--- config.mk ---
export PLATFORM = sky130hd
export DESIGN_NAME = bell_ringer_flat
export DESIGN_NICKNAME = d
export VERILOG_FILES = /design/src/rtl/bell_ringer_pkg.sv /design/src/rtl/bell_ringer_if.sv /design/src/rtl/bell_ringer_cadence.sv /design/src/rtl/bell_ringer.sv /design/src/flat_wrapper.sv
export SDC_FILE = /design/constraint.sdc
export NUM_CORES = 1
export LEC_CHECK = 0
export CORE_MARGIN = 2
export CORE_UTILIZATION = 39
export CTS_CLUSTER_DIAMETER = 200
export DETAILED_ROUTE_END_ITERATION = 6
export SYNTH_ARGS = -nofsm -noshare
export SYNTH_HDL_FRONTEND = slang
export SYNTH_HIERARCHICAL = 1
export SYNTH_SLANG_ARGS = --single-unit
--- constraint.sdc ---
create_clock -name CP -period 2.44 [get_ports CP]
set_input_delay 0.488 -clock CP [delete_from_list [all_inputs] [get_ports CP]]
set_output_delay 0.488 -clock CP [all_outputs]
set_load 0.05 [all_outputs]
--- src/rtl/bell_ringer_pkg.sv ---
// Shared types and widths for the alarm bell responder.
package bell_ringer_pkg;

    localparam int CAD_W = 8;  // cadence counter width, covers BEEP_ON/BEEP_OFF up to 256
    localparam int MIN_W = 4;  // minute counter width, covers RING_MAX/SNOOZE_MIN up to 15
    localparam int SNZ_W = 2;

    typedef enum logic [2:0] {
        ST_IDLE,
        ST_RING,
        ST_SNOOZE,
        ST_HOLDOFF,
        ST_CHIME
    } state_e;

endpackage

--- src/rtl/bell_ringer_if.sv ---
// Alarm-path signals between the comparator/keys and the bell responder.
interface bell_if;
    import bell_ringer_pkg::*;

    logic             EN;
    logic             Match;
    logic             StopKey;
    logic             SnoozeKey;
    logic             MinTick;
    logic             HourTick;
    logic             BellOut;
    logic             Ringing;
    logic             Snoozed;
    logic [SNZ_W-1:0] SnoozeCnt;

    modport master (
        output EN, Match, StopKey, SnoozeKey, MinTick, HourTick,
        input  BellOut, Ringing, Snoozed, SnoozeCnt
    );

    modport slave (
        input  EN, Match, StopKey, SnoozeKey, MinTick, HourTick,
        output BellOut, Ringing, Snoozed, SnoozeCnt
    );

endinterface

--- src/rtl/bell_ringer_cadence.sv ---
// ON/OFF beep generator: ON_CYC cycles on, OFF_CYC cycles off; beeps_o counts
// completed ON phases since the last restart (saturating).
module bell_cadence
    import bell_ringer_pkg::*;
#(
    parameter int ON_CYC  = 4,
    parameter int OFF_CYC = 4
) (
    input  logic       clk,
    input  logic       rst_n,
    input  logic       en_i,
    input  logic       restart_i,
    output logic       on_o,
    output logic [1:0] beeps_o
);

    logic [CAD_W-1:0] cnt_q, cnt_d;
    logic             phase_q, phase_d;
    logic [1:0]       beeps_q, beeps_d;

    always_comb begin
        cnt_d   = cnt_q;
        phase_d = phase_q;
        beeps_d = beeps_q;
        if (restart_i) begin
            cnt_d   = '0;
            phase_d = 1'b1;
            beeps_d = '0;
        end else if (en_i) begin
            if (phase_q) begin
                if (cnt_q == CAD_W'(ON_CYC - 1)) begin
                    cnt_d   = '0;
                    phase_d = 1'b0;
                    if (beeps_q != 2'd3) beeps_d = beeps_q + 2'd1;
                end else begin
                    cnt_d = cnt_q + 1'b1;
                end
            end else begin
                if (cnt_q == CAD_W'(OFF_CYC - 1)) begin
                    cnt_d   = '0;
                    phase_d = 1'b1;
                end else begin
                    cnt_d = cnt_q + 1'b1;
                end
            end
        end
    end

    always_ff @(posedge clk) begin
        if (!rst_n) begin
            cnt_q   <= '0;
            phase_q <= 1'b1;
            beeps_q <= '0;
        end else begin
            cnt_q   <= cnt_d;
            phase_q <= phase_d;
            beeps_q <= beeps_d;
        end
    end

    assign on_o    = phase_q;
    assign beeps_o = beeps_q;

endmodule

--- src/rtl/bell_ringer.sv ---
// Alarm bell responder: ring/snooze/stop/holdoff sequencing with beep cadence.
// Optional hourly chime enabled by defining BELL_HOURLY_CHIME_EN.
module bell_ringer
    import bell_ringer_pkg::*;
#(
    parameter int BEEP_ON    = 4,
    parameter int BEEP_OFF   = 4,
    parameter int RING_MAX   = 2,
    parameter int SNOOZE_MIN = 5,
    parameter int SNOOZE_MAX = 3
) (
    input  logic CP,
    input  logic nCR,
    bell_if.slave bus
);

    state_e           state_q, state_d;
    logic [MIN_W-1:0] min_q, min_d;
    logic [SNZ_W-1:0] snz_q, snz_d;
    logic             bell_q, bell_d;
    logic             match_q, stop_q, snzkey_q;

    logic       match_rise, stop_rise, snz_rise;
    logic       ring_to, snooze_to;
    logic       cad_on, cad_en, cad_restart;
    logic [1:0] cad_beeps;

    assign match_rise = bus.Match & ~match_q;
    assign stop_rise  = bus.StopKey & ~stop_q;
    assign snz_rise   = bus.SnoozeKey & ~snzkey_q;
    assign ring_to    = bus.MinTick && (min_q == MIN_W'(RING_MAX - 1));
    assign snooze_to  = bus.MinTick && (min_q == MIN_W'(SNOOZE_MIN - 1));

    always_comb begin
        state_d = state_q;
        snz_d   = snz_q;
        case (state_q)
            ST_IDLE: begin
                if (match_rise) begin
                    state_d = ST_RING;
                    snz_d   = '0;
                end
`ifdef BELL_HOURLY_CHIME_EN
                else if (bus.HourTick) state_d = ST_CHIME;
`endif
            end
            ST_RING: begin
                if (stop_rise) begin
                    state_d = ST_HOLDOFF;
                end else if (snz_rise) begin
                    if (snz_q < SNZ_W'(SNOOZE_MAX)) begin
                        state_d = ST_SNOOZE;
                        snz_d   = snz_q + 1'b1;
                    end else begin
                        state_d = ST_HOLDOFF;
                    end
                end else if (ring_to) begin
                    state_d = ST_HOLDOFF;
                end
            end
            ST_SNOOZE: begin
                if (stop_rise)      state_d = ST_HOLDOFF;
                else if (snooze_to) state_d = ST_RING;
            end
            ST_HOLDOFF: begin
                if (!bus.Match) state_d = ST_IDLE;
            end
`ifdef BELL_HOURLY_CHIME_EN
            ST_CHIME: begin
                if (match_rise) begin
                    state_d = ST_RING;
                    snz_d   = '0;
                end else if (cad_beeps == 2'd2) begin
                    state_d = ST_IDLE;
                end
            end
`endif
            default: state_d = ST_IDLE;
        endcase
    end

    // Minute counter restarts on every state change; a tick on the entry edge is dropped.
    always_comb begin
        min_d = min_q;
        if (state_d != state_q)
            min_d = '0;
        else if (bus.MinTick && (state_q == ST_RING || state_q == ST_SNOOZE))
            min_d = min_q + 1'b1;
    end

    assign cad_en      = bus.EN && (state_q == ST_RING || state_q == ST_CHIME);
    assign cad_restart = bus.EN && (state_d != state_q)
                         && (state_d == ST_RING || state_d == ST_CHIME);
    // Bell only sounds while staying in a sounding state, so entry and exit edges are silent.
    assign bell_d      = (state_d == state_q) && cad_on
                         && (state_q == ST_RING || state_q == ST_CHIME);

    bell_cadence #(
        .ON_CYC  (BEEP_ON),
        .OFF_CYC (BEEP_OFF)
    ) u_cadence (
        .clk       (CP),
        .rst_n     (nCR),
        .en_i      (cad_en),
        .restart_i (cad_restart),
        .on_o      (cad_on),
        .beeps_o   (cad_beeps)
    );

    // Match edge register resets high so a match still asserted after reset is not a new event.
    always_ff @(posedge CP) begin
        if (!nCR) begin
            state_q  <= ST_IDLE;
            min_q    <= '0;
            snz_q    <= '0;
            bell_q   <= 1'b0;
            match_q  <= 1'b1;
            stop_q   <= 1'b0;
            snzkey_q <= 1'b0;
        end else if (bus.EN) begin
            state_q  <= state_d;
            min_q    <= min_d;
            snz_q    <= snz_d;
            bell_q   <= bell_d;
            match_q  <= bus.Match;
            stop_q   <= bus.StopKey;
            snzkey_q <= bus.SnoozeKey;
        end else begin
            bell_q   <= 1'b0;
        end
    end

    logic unused_ok;
`ifdef BELL_HOURLY_CHIME_EN
    assign unused_ok = 1'b0;
`else
    assign unused_ok = ^{bus.HourTick, cad_beeps};
`endif

    assign bus.BellOut   = bell_q;
    assign bus.Ringing   = (state_q == ST_RING);
    assign bus.Snoozed   = (state_q == ST_SNOOZE);
    assign bus.SnoozeCnt = snz_q;

endmodule

--- src/flat_wrapper.sv ---
// flat-port wrapper written by rule: the top's interface ports become plain ports
module bell_ringer_flat import bell_ringer_pkg::*;
#(
    parameter int BEEP_ON    = 4,
    parameter int BEEP_OFF   = 4,
    parameter int RING_MAX   = 2,
    parameter int SNOOZE_MIN = 5,
    parameter int SNOOZE_MAX = 3
)
  (CP, nCR, bus_EN, bus_Match, bus_StopKey, bus_SnoozeKey, bus_MinTick, bus_HourTick, bus_BellOut, bus_Ringing, bus_Snoozed, bus_SnoozeCnt);
  bell_if bus_i ();
  input  logic CP;
  input  logic nCR;
  input wire logic [$bits(bus_i.EN)-1:0] bus_EN;
  input wire logic [$bits(bus_i.Match)-1:0] bus_Match;
  input wire logic [$bits(bus_i.StopKey)-1:0] bus_StopKey;
  input wire logic [$bits(bus_i.SnoozeKey)-1:0] bus_SnoozeKey;
  input wire logic [$bits(bus_i.MinTick)-1:0] bus_MinTick;
  input wire logic [$bits(bus_i.HourTick)-1:0] bus_HourTick;
  output wire logic [$bits(bus_i.BellOut)-1:0] bus_BellOut;
  output wire logic [$bits(bus_i.Ringing)-1:0] bus_Ringing;
  output wire logic [$bits(bus_i.Snoozed)-1:0] bus_Snoozed;
  output wire logic [$bits(bus_i.SnoozeCnt)-1:0] bus_SnoozeCnt;
  assign bus_i.EN = bus_EN;
  assign bus_i.Match = bus_Match;
  assign bus_i.StopKey = bus_StopKey;
  assign bus_i.SnoozeKey = bus_SnoozeKey;
  assign bus_i.MinTick = bus_MinTick;
  assign bus_i.HourTick = bus_HourTick;
  assign bus_BellOut = bus_i.BellOut;
  assign bus_Ringing = bus_i.Ringing;
  assign bus_Snoozed = bus_i.Snoozed;
  assign bus_SnoozeCnt = bus_i.SnoozeCnt;
  bell_ringer #(.BEEP_ON(BEEP_ON), .BEEP_OFF(BEEP_OFF), .RING_MAX(RING_MAX), .SNOOZE_MIN(SNOOZE_MIN), .SNOOZE_MAX(SNOOZE_MAX)) u_core (.CP(CP), .nCR(nCR), .bus(bus_i));
endmodule
==> results of run 1 <==
[worst min-delay path, delay by kind of cell (launching register included)]
family         cells  cell delay (ns)
AO/OA/AOI/OAI      2             0.13
flip-flops         1             0.34
[where the power goes]
group,switching (uW),internal [uW]
clock,121,166
combinational,80.6,77.5
sequential,6.77,367
[stage by stage]
stage / setup TNS (ns) / hold slack, ns / worst slack (ns) / total power (uW) / util
after floorplan: 0 / 0.443 / 0.234 / 478 / -
after global placement: -0.335 / 0.455 / -0.0770 / 536 / 0.477
after detailed placement: -0.448 / 0.479 / -0.102 / 539 / 0.477
after CTS: 0 / 0.502 / 0.0859 / 830 / 0.493
after global routing: 0 / 0.533 / 0.00340 / 860 / 0.493
final: 0 / 0.499 / 0.161 / 819 / 0.493
[area by class of cell]
| type | count | area, um2 | area share |
|---|---|---|---|
| Multi-Input combinational cell | 114 | 860 | 0.518 |
| Clock inverter | 1 | 30.0 | 0.0181 |
| Sequential cell | 22 | 440 | 0.265 |
| Clock buffer | 3 | 22.5 | 0.0136 |
| Timing Repair Buffer | 25 | 223 | 0.134 |
| Inverter | 7 | 26.3 | 0.0158 |
| Tap cell | 46 | 57.6 | 0.0347 |
[per-layer routing]
layer  global-route usage  vias to the layer above  wire length [um]
met5                    0                        -                 0
met4               0.0489                        0                36
met3               0.0214                        4               140
met2                0.255                       31              1330
met1                0.227                      543              1440
li1                     -                      595                 -
[flip-flops by register name, indices dropped and copies added, names as in the netlist]
signal	flops
u_core/min_q	4
u_core/u_cadence/cnt_q	8
u_core/u_cadence/on_o	1
u_core/match_q	1
u_core/state_q	3
u_core/bus.SnoozeCnt	2
u_core/bus.BellOut	1
u_core/snzkey_q	1
u_core/stop_q	1
[how the worst min path moves through the flow]
stage	start	endpoint	slack (ns)	cells after the start
CTS	u_core/u_cadence/cnt_q[7]	u_core/u_cadence/cnt_q[7]	0.50	2
global placement	u_core/match_q	u_core/match_q	0.45	2
global route	u_core/u_cadence/cnt_q[7]	u_core/u_cadence/cnt_q[7]	0.53	2
detailed placement	u_core/match_q	u_core/match_q	0.48	2
floorplan	u_core/match_q	u_core/match_q	0.44	2
finish	u_core/u_cadence/cnt_q[7]	u_core/u_cadence/cnt_q[7]	0.50	2
[cells in the final DEF (no fill, tap or decap), types with 4 or more instances in the layout]
master / n
nand4_1: 5
ha_1: 6
nand3_1: 4
buf_4: 15
a21oi_1: 5
nor2_1: 9
mux2i_1: 8
nand2_1: 6
a31oi_1: 6
clkdlybuf4s50_1: 9
dfxtp_1: 22
o21ai_0: 4
inv_1: 7
nor2b_1: 12
[what timing repair did]
item | 4_1_cts | 5_1_grt
setup endpoints to repair | 0 | 5
endpoints found under the hold margin | 0 | 0
resized for setup | 0 | 1
==> results.json, run 1 <==
{
  "cp.depth": 10,
  "gr-total-overflow": 0,
  "yosysWarnings": 6,
  "viasPerCell": 5.38,
  "num_vias": 1173,
  "rsz0062_at_grt": "no",
  "critPathBufInv": 1,
  "root_buffer": "clkbuf_4",
  "grt_first_pass_wirelength_um": 5240,
  "timing.final.crit_share": 0.934,
  "cts-buffers-inserted": 3,
  "avgRoutedWirePerCell_um": 13.5,
  "syn-mean-instance-area_um2": 9.09,
  "r2r_slack_ns": 0.16,
  "port_buffers": 11,
  "end_kind": "flip-flop",
  "cp_cell_sequence": "inv_1 > ha_1 > and4b_1 > a211oi_1 > a31oi_1 > o221a_2 > and3b_1 > nor2b_2 > o41ai_4 > a21oi_1",
  "r2r_cells": 10,
  "cts_tree": "done",
  "cts_buffer_depth": 2,
  "die_area_um2": 4030,
  "fin_crit_ns": 2.28,
  "syn_inst": 152,
  "reg2reg_from": "u_core/min_q[0]",
  "crit_slowest_cell": "dfxtp_1",
  "placed_area_um2": 1600,
  "num_rows": 21,
  "gp_congestion": 0.771,
  "powerDensity_nw_per_um2": 494,
  "slowest_delay_ns": 0.43,
  "syn_nets": 166,
  "routed_wl_um": 2940,
  "outcome": "finished clean",
  "crit_required_ns": 2.70,
  "cp-endpoint": "u_core/u_cadence/cnt_q[5]",
  "area_growth_pct": 20.1,
  "grt_pass1_vias": 1135,
  "crit_start": "u_core/min_q[0]",
  "stdcell_area_um2": 1660,
  "cts_setup_buffers": 0,
  "ant_nets": 0,
  "hpwl_um": 2220,
  "drc_errors": 0,
  "fill_cells": 351,
  "maxCapViolations": 0,
  "clk_latency_ns": 0.31,
  "crit_family": "compound AO/OA/AOI/OAI gates",
  "relSlewSlack": 0.663,
  "cts.sinks": 22,
  "antenna_found_initial": 0,
  "grtUsageTotal": 0.161,
  "slew_viol_final": 0,
  "grt_start_max_net_pins": 15,
  "hp-class": "flip-flop to flip-flop",
  "drt_pre_antenna_iters": 4,
  "die_height_um": 63.5,
  "cp_max_fo": 5,
  "crit_type": "flip-flop to flip-flop",
  "hold_viol": 0,
  "dieWidth_um": 63.5,
  "coreArea_um2": 3360,
  "fin_nets": 187,
  "p_leak_uw": 0.000626,
  "clk_pin_slew_ns": 0.13,
  "drt_iter0_drc": 41,
  "finClkSkew_ns": 0.00290,
  "start_kind": "flip-flop",
  "ir_worst_vdd_mv": 0.379,
  "htree_levels": 1,
  "instances_no_fill": 218,
  "setup_viol": 0,
  "drive_above_1_share": 0.169,
  "hold_buffers": 0,
  "mappedNetlistArea_um2": 1380,
  "max_slew.worst_pin.slew_ns": 0.504,
  "cp.arrival_ns": 2.54,
  "start_util": 0.411,
  "io_pins": 13,
  "diodes": 0,
  "r2r_end": "u_core/u_cadence/cnt_q[5]",
  "fmax_mhz": 439,
  "dp_cells": 214
}
No activity file was read; power rests on OpenSTA's default activity.
==> run 2, diff against run 1 <==
--- a/config.mk
+++ b/config.mk
@@ -5,7 +5,8 @@
 export SDC_FILE = /design/constraint.sdc
 export NUM_CORES = 1
 export LEC_CHECK = 0
-export CORE_MARGIN = 2
+export CORE_ASPECT_RATIO = 0.7
+export CORE_MARGIN = 3
 export CORE_UTILIZATION = 39
 export CTS_CLUSTER_DIAMETER = 200
 export DETAILED_ROUTE_END_ITERATION = 6
==> results.json, run 2 (synthesized netlist as in run 1, its figures left out) <==
{
  "p_leak_uw": 0.000628,
  "root_buffer": "clkbuf_8",
  "die_height_um": 55.8,
  "largest_reg_flops": 8,
  "htree_levels": 1,
  "routed_wl_um": 3070,
  "fin_nets": 189,
  "num_rows": 17,
  "crit_type": "input port to flip-flop",
  "holdWs_ns": 0.488,
  "grt_pass1_vias": 1059,
  "clk_latency_ns": 0.26,
  "maxCapViolations": 0,
  "slew_viol_final": 0,
  "diodes": 0,
  "hold_viol": 0,
  "drt_iter0_drc": 139,
  "finClkSkew_ns": 0.00315,
  "grt_start_max_net_pins": 16,
  "gp_congestion": 0.774,
  "finalPower_uw": 754,
  "gr-total-overflow": 0,
  "start_kind": "input port",
  "internal-power_uw": 554,
  "powerDensity_nw_per_um2": 456,
  "antenna_found_initial": 0,
  "cp_max_fo": 5,
  "viasPerCell": 5.33,
  "switching_power_uw": 200,
  "relSlewSlack": 0.663,
  "cp.arrival_ns": 2.44,
  "cts.sinks": 22,
  "ant_nets": 0,
  "end_kind": "flip-flop",
  "port_buffers": 11,
  "drive_above_1_share": 0.179,
  "cts_buffer_depth": 2,
  "drt_pre_antenna_iters": 4,
  "largest_register": "u_core/u_cadence/cnt_q",
  "clkPwrFrac": 0.293,
  "grt_first_pass_wirelength_um": 5060,
  "fin_crit_ns": 2.25,
  "crit_required_ns": 2.63,
  "utilization": 0.505,
  "grtUsageTotal": 0.145,
  "instances_no_fill": 220,
  "dieWidth_um": 77.1,
  "outcome": "finished clean",
  "start_util": 0.422,
  "rsz0062_at_grt": "no",
  "ir_worst_vdd_mv": 0.248,
  "clk_pin_slew_ns": 0.07,
  "drc_errors": 0,
  "max_slew.worst_pin.slew_ns": 0.503,
  "avgRoutedWirePerCell_um": 13.9,
  "timing.final.crit_share": 0.920,
  "slowest_delay_ns": 0.45,
  "num_vias": 1172,
  "coreArea_um2": 3280,
  "cts_setup_buffers": 0,
  "p_seq_frac": 0.496,
  "largestRegisters": "u_core/u_cadence/cnt_q x8, u_core/min_q x4, u_core/state_q x3",
  "hpwl_um": 2400,
  "crit_slowest_cell": "clkdlybuf4s50_1",
  "die_area_um2": 4300,
  "cts_tree": "done",
  "swShare": 0.265,
  "cp_cell_sequence": "clkdlybuf4s50_1 > nor2b_1 > a311oi_1 > buf_4 > a32oi_2 > nor2_1 > and3b_1 > nor2b_2 > o41ai_4 > a21oi_1",
  "fmax_mhz": 445,
  "dp_cells": 217,
  "final_cell_mix": "dfxtp_1, buf_4, nor2b_1",
  "setup_viol": 0,
  "io_pins": 13,
  "comb_power_share": 0.211,
  "area_growth_pct": 19.7,
  "cts-buffers-inserted": 3,
  "hp-class": "flip-flop to flip-flop",
  "final_common_cell": "dfxtp_1"
}
-- run 2: changes by cell type in the layout (fill, tap and decap cells not counted), sizes merged --
cell    previous run  this run
bufinv             1         0
buf               16        18
-- run 2: metrics by stage --
step / setup TNS, ns / worst slack (ns) / instance area, um2
6_report: 0 / 0.195 / 1650
5_1_grt: 0 / 0.0446 / 1650
4_1_cts: 0 / 0.0950 / 1650
3_5_place_dp: -0.910 / -0.183 / 1610
3_3_place_gp: -0.491 / -0.0911 / 1610
2_1_floorplan: 0 / 0.234 / 1380
-- run 2: layer usage --
layer | track usage | vias to the layer above | wire length [um]
met5 | 0 | - | 0
met4 | 0.0355 | 0 | 23
met3 | 0.0421 | 4 | 155
met2 | 0.203 | 34 | 1310
met1 | 0.216 | 532 | 1580
li1 | - | 602 | -
-- run 2: power groups by stage --
stage          sequential (uW)  combinational, uW  clock (uW)
4_1_cts                    374                159         236
2_1_floorplan              382               96.5           0
5_1_grt                    375                173         249
6_report                   374                159         220
3_5_place_dp               382                158           0
3_3_place_gp               381                156           0
-- run 2: final cells by class --
cell class | instances | area, um2
Clock buffer | 3 | 41.3
Fill cell | 321 | 1620
Inverter | 7 | 26.3
Multi-Input combinational cell | 114 | 860
Sequential cell | 22 | 442
Tap cell | 47 | 58.8
Timing Repair Buffer | 27 | 225
-- run 2: what timing repair did --
action | in CTS | in global routing
setup endpoints to repair | 0 | 5
gates resized for setup | 0 | 2
hold buffers | 0 | 0
-- run 2: final timing paths --
| check | from | end | slack, ns | depth (start not counted) |
|---|---|---|---|---|
| setup / recovery | bus_SnoozeKey | u_core/u_cadence/cnt_q[7] | 0.19 | 10 |
| hold / removal | u_core/match_q | u_core/match_q | 0.49 | 2 |
| setup reg to reg | u_core/min_q[0] | u_core/u_cadence/cnt_q[7] | 0.27 | 10 |
| hold reg to reg | u_core/match_q | u_core/match_q | 0.49 | 2 |
-- run 2: worst max-delay path, delay by kind of cell --
| kind | cells | cell delay (ns) |
|---|---|---|
| compound gates | 4 | 0.64 |
| buf+inv | 2 | 0.63 |
| simple gates | 4 | 0.69 |
==> run 3, diff against run 2 <==
--- a/config.mk
+++ b/config.mk
@@ -5,11 +5,13 @@
 export SDC_FILE = /design/constraint.sdc
 export NUM_CORES = 1
 export LEC_CHECK = 0
+export ABC_CLOCK_PERIOD_IN_PS = 2440
 export CORE_ASPECT_RATIO = 0.7
 export CORE_MARGIN = 3
 export CORE_UTILIZATION = 39
 export CTS_CLUSTER_DIAMETER = 200
 export DETAILED_ROUTE_END_ITERATION = 6
+export RECOVER_POWER = 100
 export SYNTH_ARGS = -nofsm -noshare
 export SYNTH_HDL_FRONTEND = slang
 export SYNTH_HIERARCHICAL = 1
==> results.json, run 3 (synthesized netlist as in run 1, its figures left out) <==
{
  "finalPower_uw": 747,
  "grt_first_pass_wirelength_um": 5060,
  "drc_errors": 0,
  "ant_nets": 0,
  "cts-buffers-inserted": 3,
  "port_buffers": 11,
  "root_buffer": "clkbuf_8",
  "clk_latency_ns": 0.26,
  "cp.arrival_ns": 2.41,
  "p_leak_uw": 0.000618,
  "reg2reg_from": "u_core/min_q[1]",
  "cts.sinks": 22,
  "crit_start": "bus_EN",
  "powerDensity_nw_per_um2": 459,
  "fin_nets": 189,
  "slew_viol_final": 0,
  "cp-endpoint": "u_core/u_cadence/cnt_q[1]",
  "die_height_um": 55.8,
  "cts_tree": "done",
  "start_util": 0.422,
  "gp_congestion": 0.774,
  "finClkSkew_ns": 0.00326,
  "internal-power_uw": 548,
  "diodes": 0,
  "p_seq_frac": 0.501,
  "swShare": 0.267,
  "r2r_cells": 10,
  "start_kind": "input port",
  "outcome": "finished clean",
  "gr-total-overflow": 0,
  "setup_viol": 0,
  "r2r_end": "u_core/u_cadence/cnt_q[1]",
  "max_slew.worst_pin.slew_ns": 0.754,
  "maxCapViolations": 0,
  "wl_met3_um": 151,
  "avgRoutedWirePerCell_um": 14.0,
  "wl_met1_um": 1600,
  "hpwl_um": 2400,
  "htree_levels": 1,
  "largestRegisters": "u_core/u_cadence/cnt_q x8, u_core/min_q x4, u_core/state_q x3",
  "fmax_mhz": 441,
  "area_growth_pct": 17.9,
  "largest_reg_flops": 8,
  "cts_buffer_depth": 2,
  "crit_required_ns": 2.58,
  "fill_cells": 326,
  "hold_buffers": 0,
  "clkPwrFrac": 0.296,
  "num_rows": 17,
  "rsz0062_at_grt": "no",
  "cts_setup_buffers": 0,
  "grt_start_max_net_pins": 16,
  "largest_register": "u_core/u_cadence/cnt_q",
  "routed_wl_um": 3080,
  "switching_power_uw": 199,
  "viasPerCell": 5.38,
  "grtUsageTotal": 0.145,
  "slowest_delay_ns": 0.59,
  "num_vias": 1183,
  "clk_pin_slew_ns": 0.08,
  "timing.final.crit_share": 0.930,
  "io_pins": 13,
  "end_kind": "flip-flop",
  "die_area_um2": 4300,
  "fin_crit_ns": 2.27,
  "ir_worst_vdd_mv": 0.249,
  "utilization": 0.497,
  "r2r_slack_ns": 0.27,
  "crit_slowest_cell": "clkbuf_1",
  "dieWidth_um": 77.1,
  "final_common_cell": "dfxtp_1",
  "drt_pre_antenna_iters": 4,
  "routed.top_layer": "met4",
  "met2WireLength_um": 1300,
  "cp_max_fo": 15,
  "relSlewSlack": 0.498,
  "hp-class": "flip-flop to flip-flop",
  "cp_cell_sequence": "dlygate4sd3_1 > clkbuf_1 > o221a_2 > and3b_1 > nor2b_2 > o41ai_4 > nor2_1",
  "coreArea_um2": 3280,
  "drive_above_1_share": 0.156,
  "antenna_found_initial": 0,
  "hold_viol": 0,
  "final_cell_mix": "dfxtp_1, buf_4, nor2b_1",
  "grt_pass1_vias": 1059,
  "crit_type": "input port to flip-flop",
  "drt_iter0_drc": 143,
  "comb_power_share": 0.204
}
run 3: cell count changes in the layout (fill, tap and decap cells not counted), sizes merged:
cell,previous run,this run
clkbuf,3,8
clkdlybuf4s50,9,5
buf,18,13
dlygate4sd3,0,4
run 3: final cells by class:
cell class                      count  area (um2)  share of cell area
Tap cell                           47        58.8              0.0361
Multi-Input combinational cell    114         851               0.522
Clock buffer                        3        41.3              0.0253
Timing Repair Buffer               27         210               0.129
Inverter                            7        26.3              0.0161
Sequential cell                    22         442               0.271
run 3: metal layers:
| layer | track usage | vias up |
|---|---|---|
| met5 | 0 | - |
| met4 | 0.0355 | 0 |
| met3 | 0.0421 | 4 |
| met2 | 0.203 | 32 |
| met1 | 0.216 | 546 |
| li1 | - | 601 |
run 3: worst min path at each step:
| stage | startpoint | endpoint | slack, ns | cells after the start |
|---|---|---|---|---|
| finish | u_core/match_q | u_core/match_q | 0.49 | 2 |
| global route | u_core/match_q | u_core/match_q | 0.54 | 2 |
| CTS | u_core/match_q | u_core/match_q | 0.50 | 2 |
| detailed placement | u_core/match_q | u_core/match_q | 0.48 | 2 |
| global placement | u_core/match_q | u_core/match_q | 0.46 | 2 |
| floorplan | u_core/match_q | u_core/match_q | 0.44 | 2 |
run 3: worst max-delay path, delay by kind of cell:
family | cells | cell delay, ns
buffers and inverters | 2 | 1.16
AO/OA/AOI/OAI | 2 | 0.40
AND/OR/NAND/NOR | 3 | 0.36
run 3: timing repair:
item | in CTS | in global routing
hold endpoints to repair | 0 | 0
setup endpoints to repair | 0 | 5
gates resized for setup | 0 | 2
run 3: power by group through the flow:
stage / combinational [uW] / clock [uW] / sequential (uW)
3_5_place_dp: 158 / 0 / 382
2_1_floorplan: 96.5 / 0 / 382
6_report: 152 / 221 / 374
4_1_cts: 159 / 236 / 374
5_1_grt: 166 / 249 / 375
3_3_place_gp: 156 / 0 / 381
run 3: per-stage QoR:
step                      setup WS, ns  cell area (um2)  TNS [ns]  hold WS, ns  cells
final                            0.171             1630         0        0.487    220
after detailed placement        -0.183             1610    -0.910        0.481    217
after global routing            0.0501             1630         0        0.536    220
after floorplan                  0.234             1380         0        0.443    152
after global placement         -0.0911             1610    -0.491        0.458    217
after CTS                       0.0950             1650         0        0.500    220
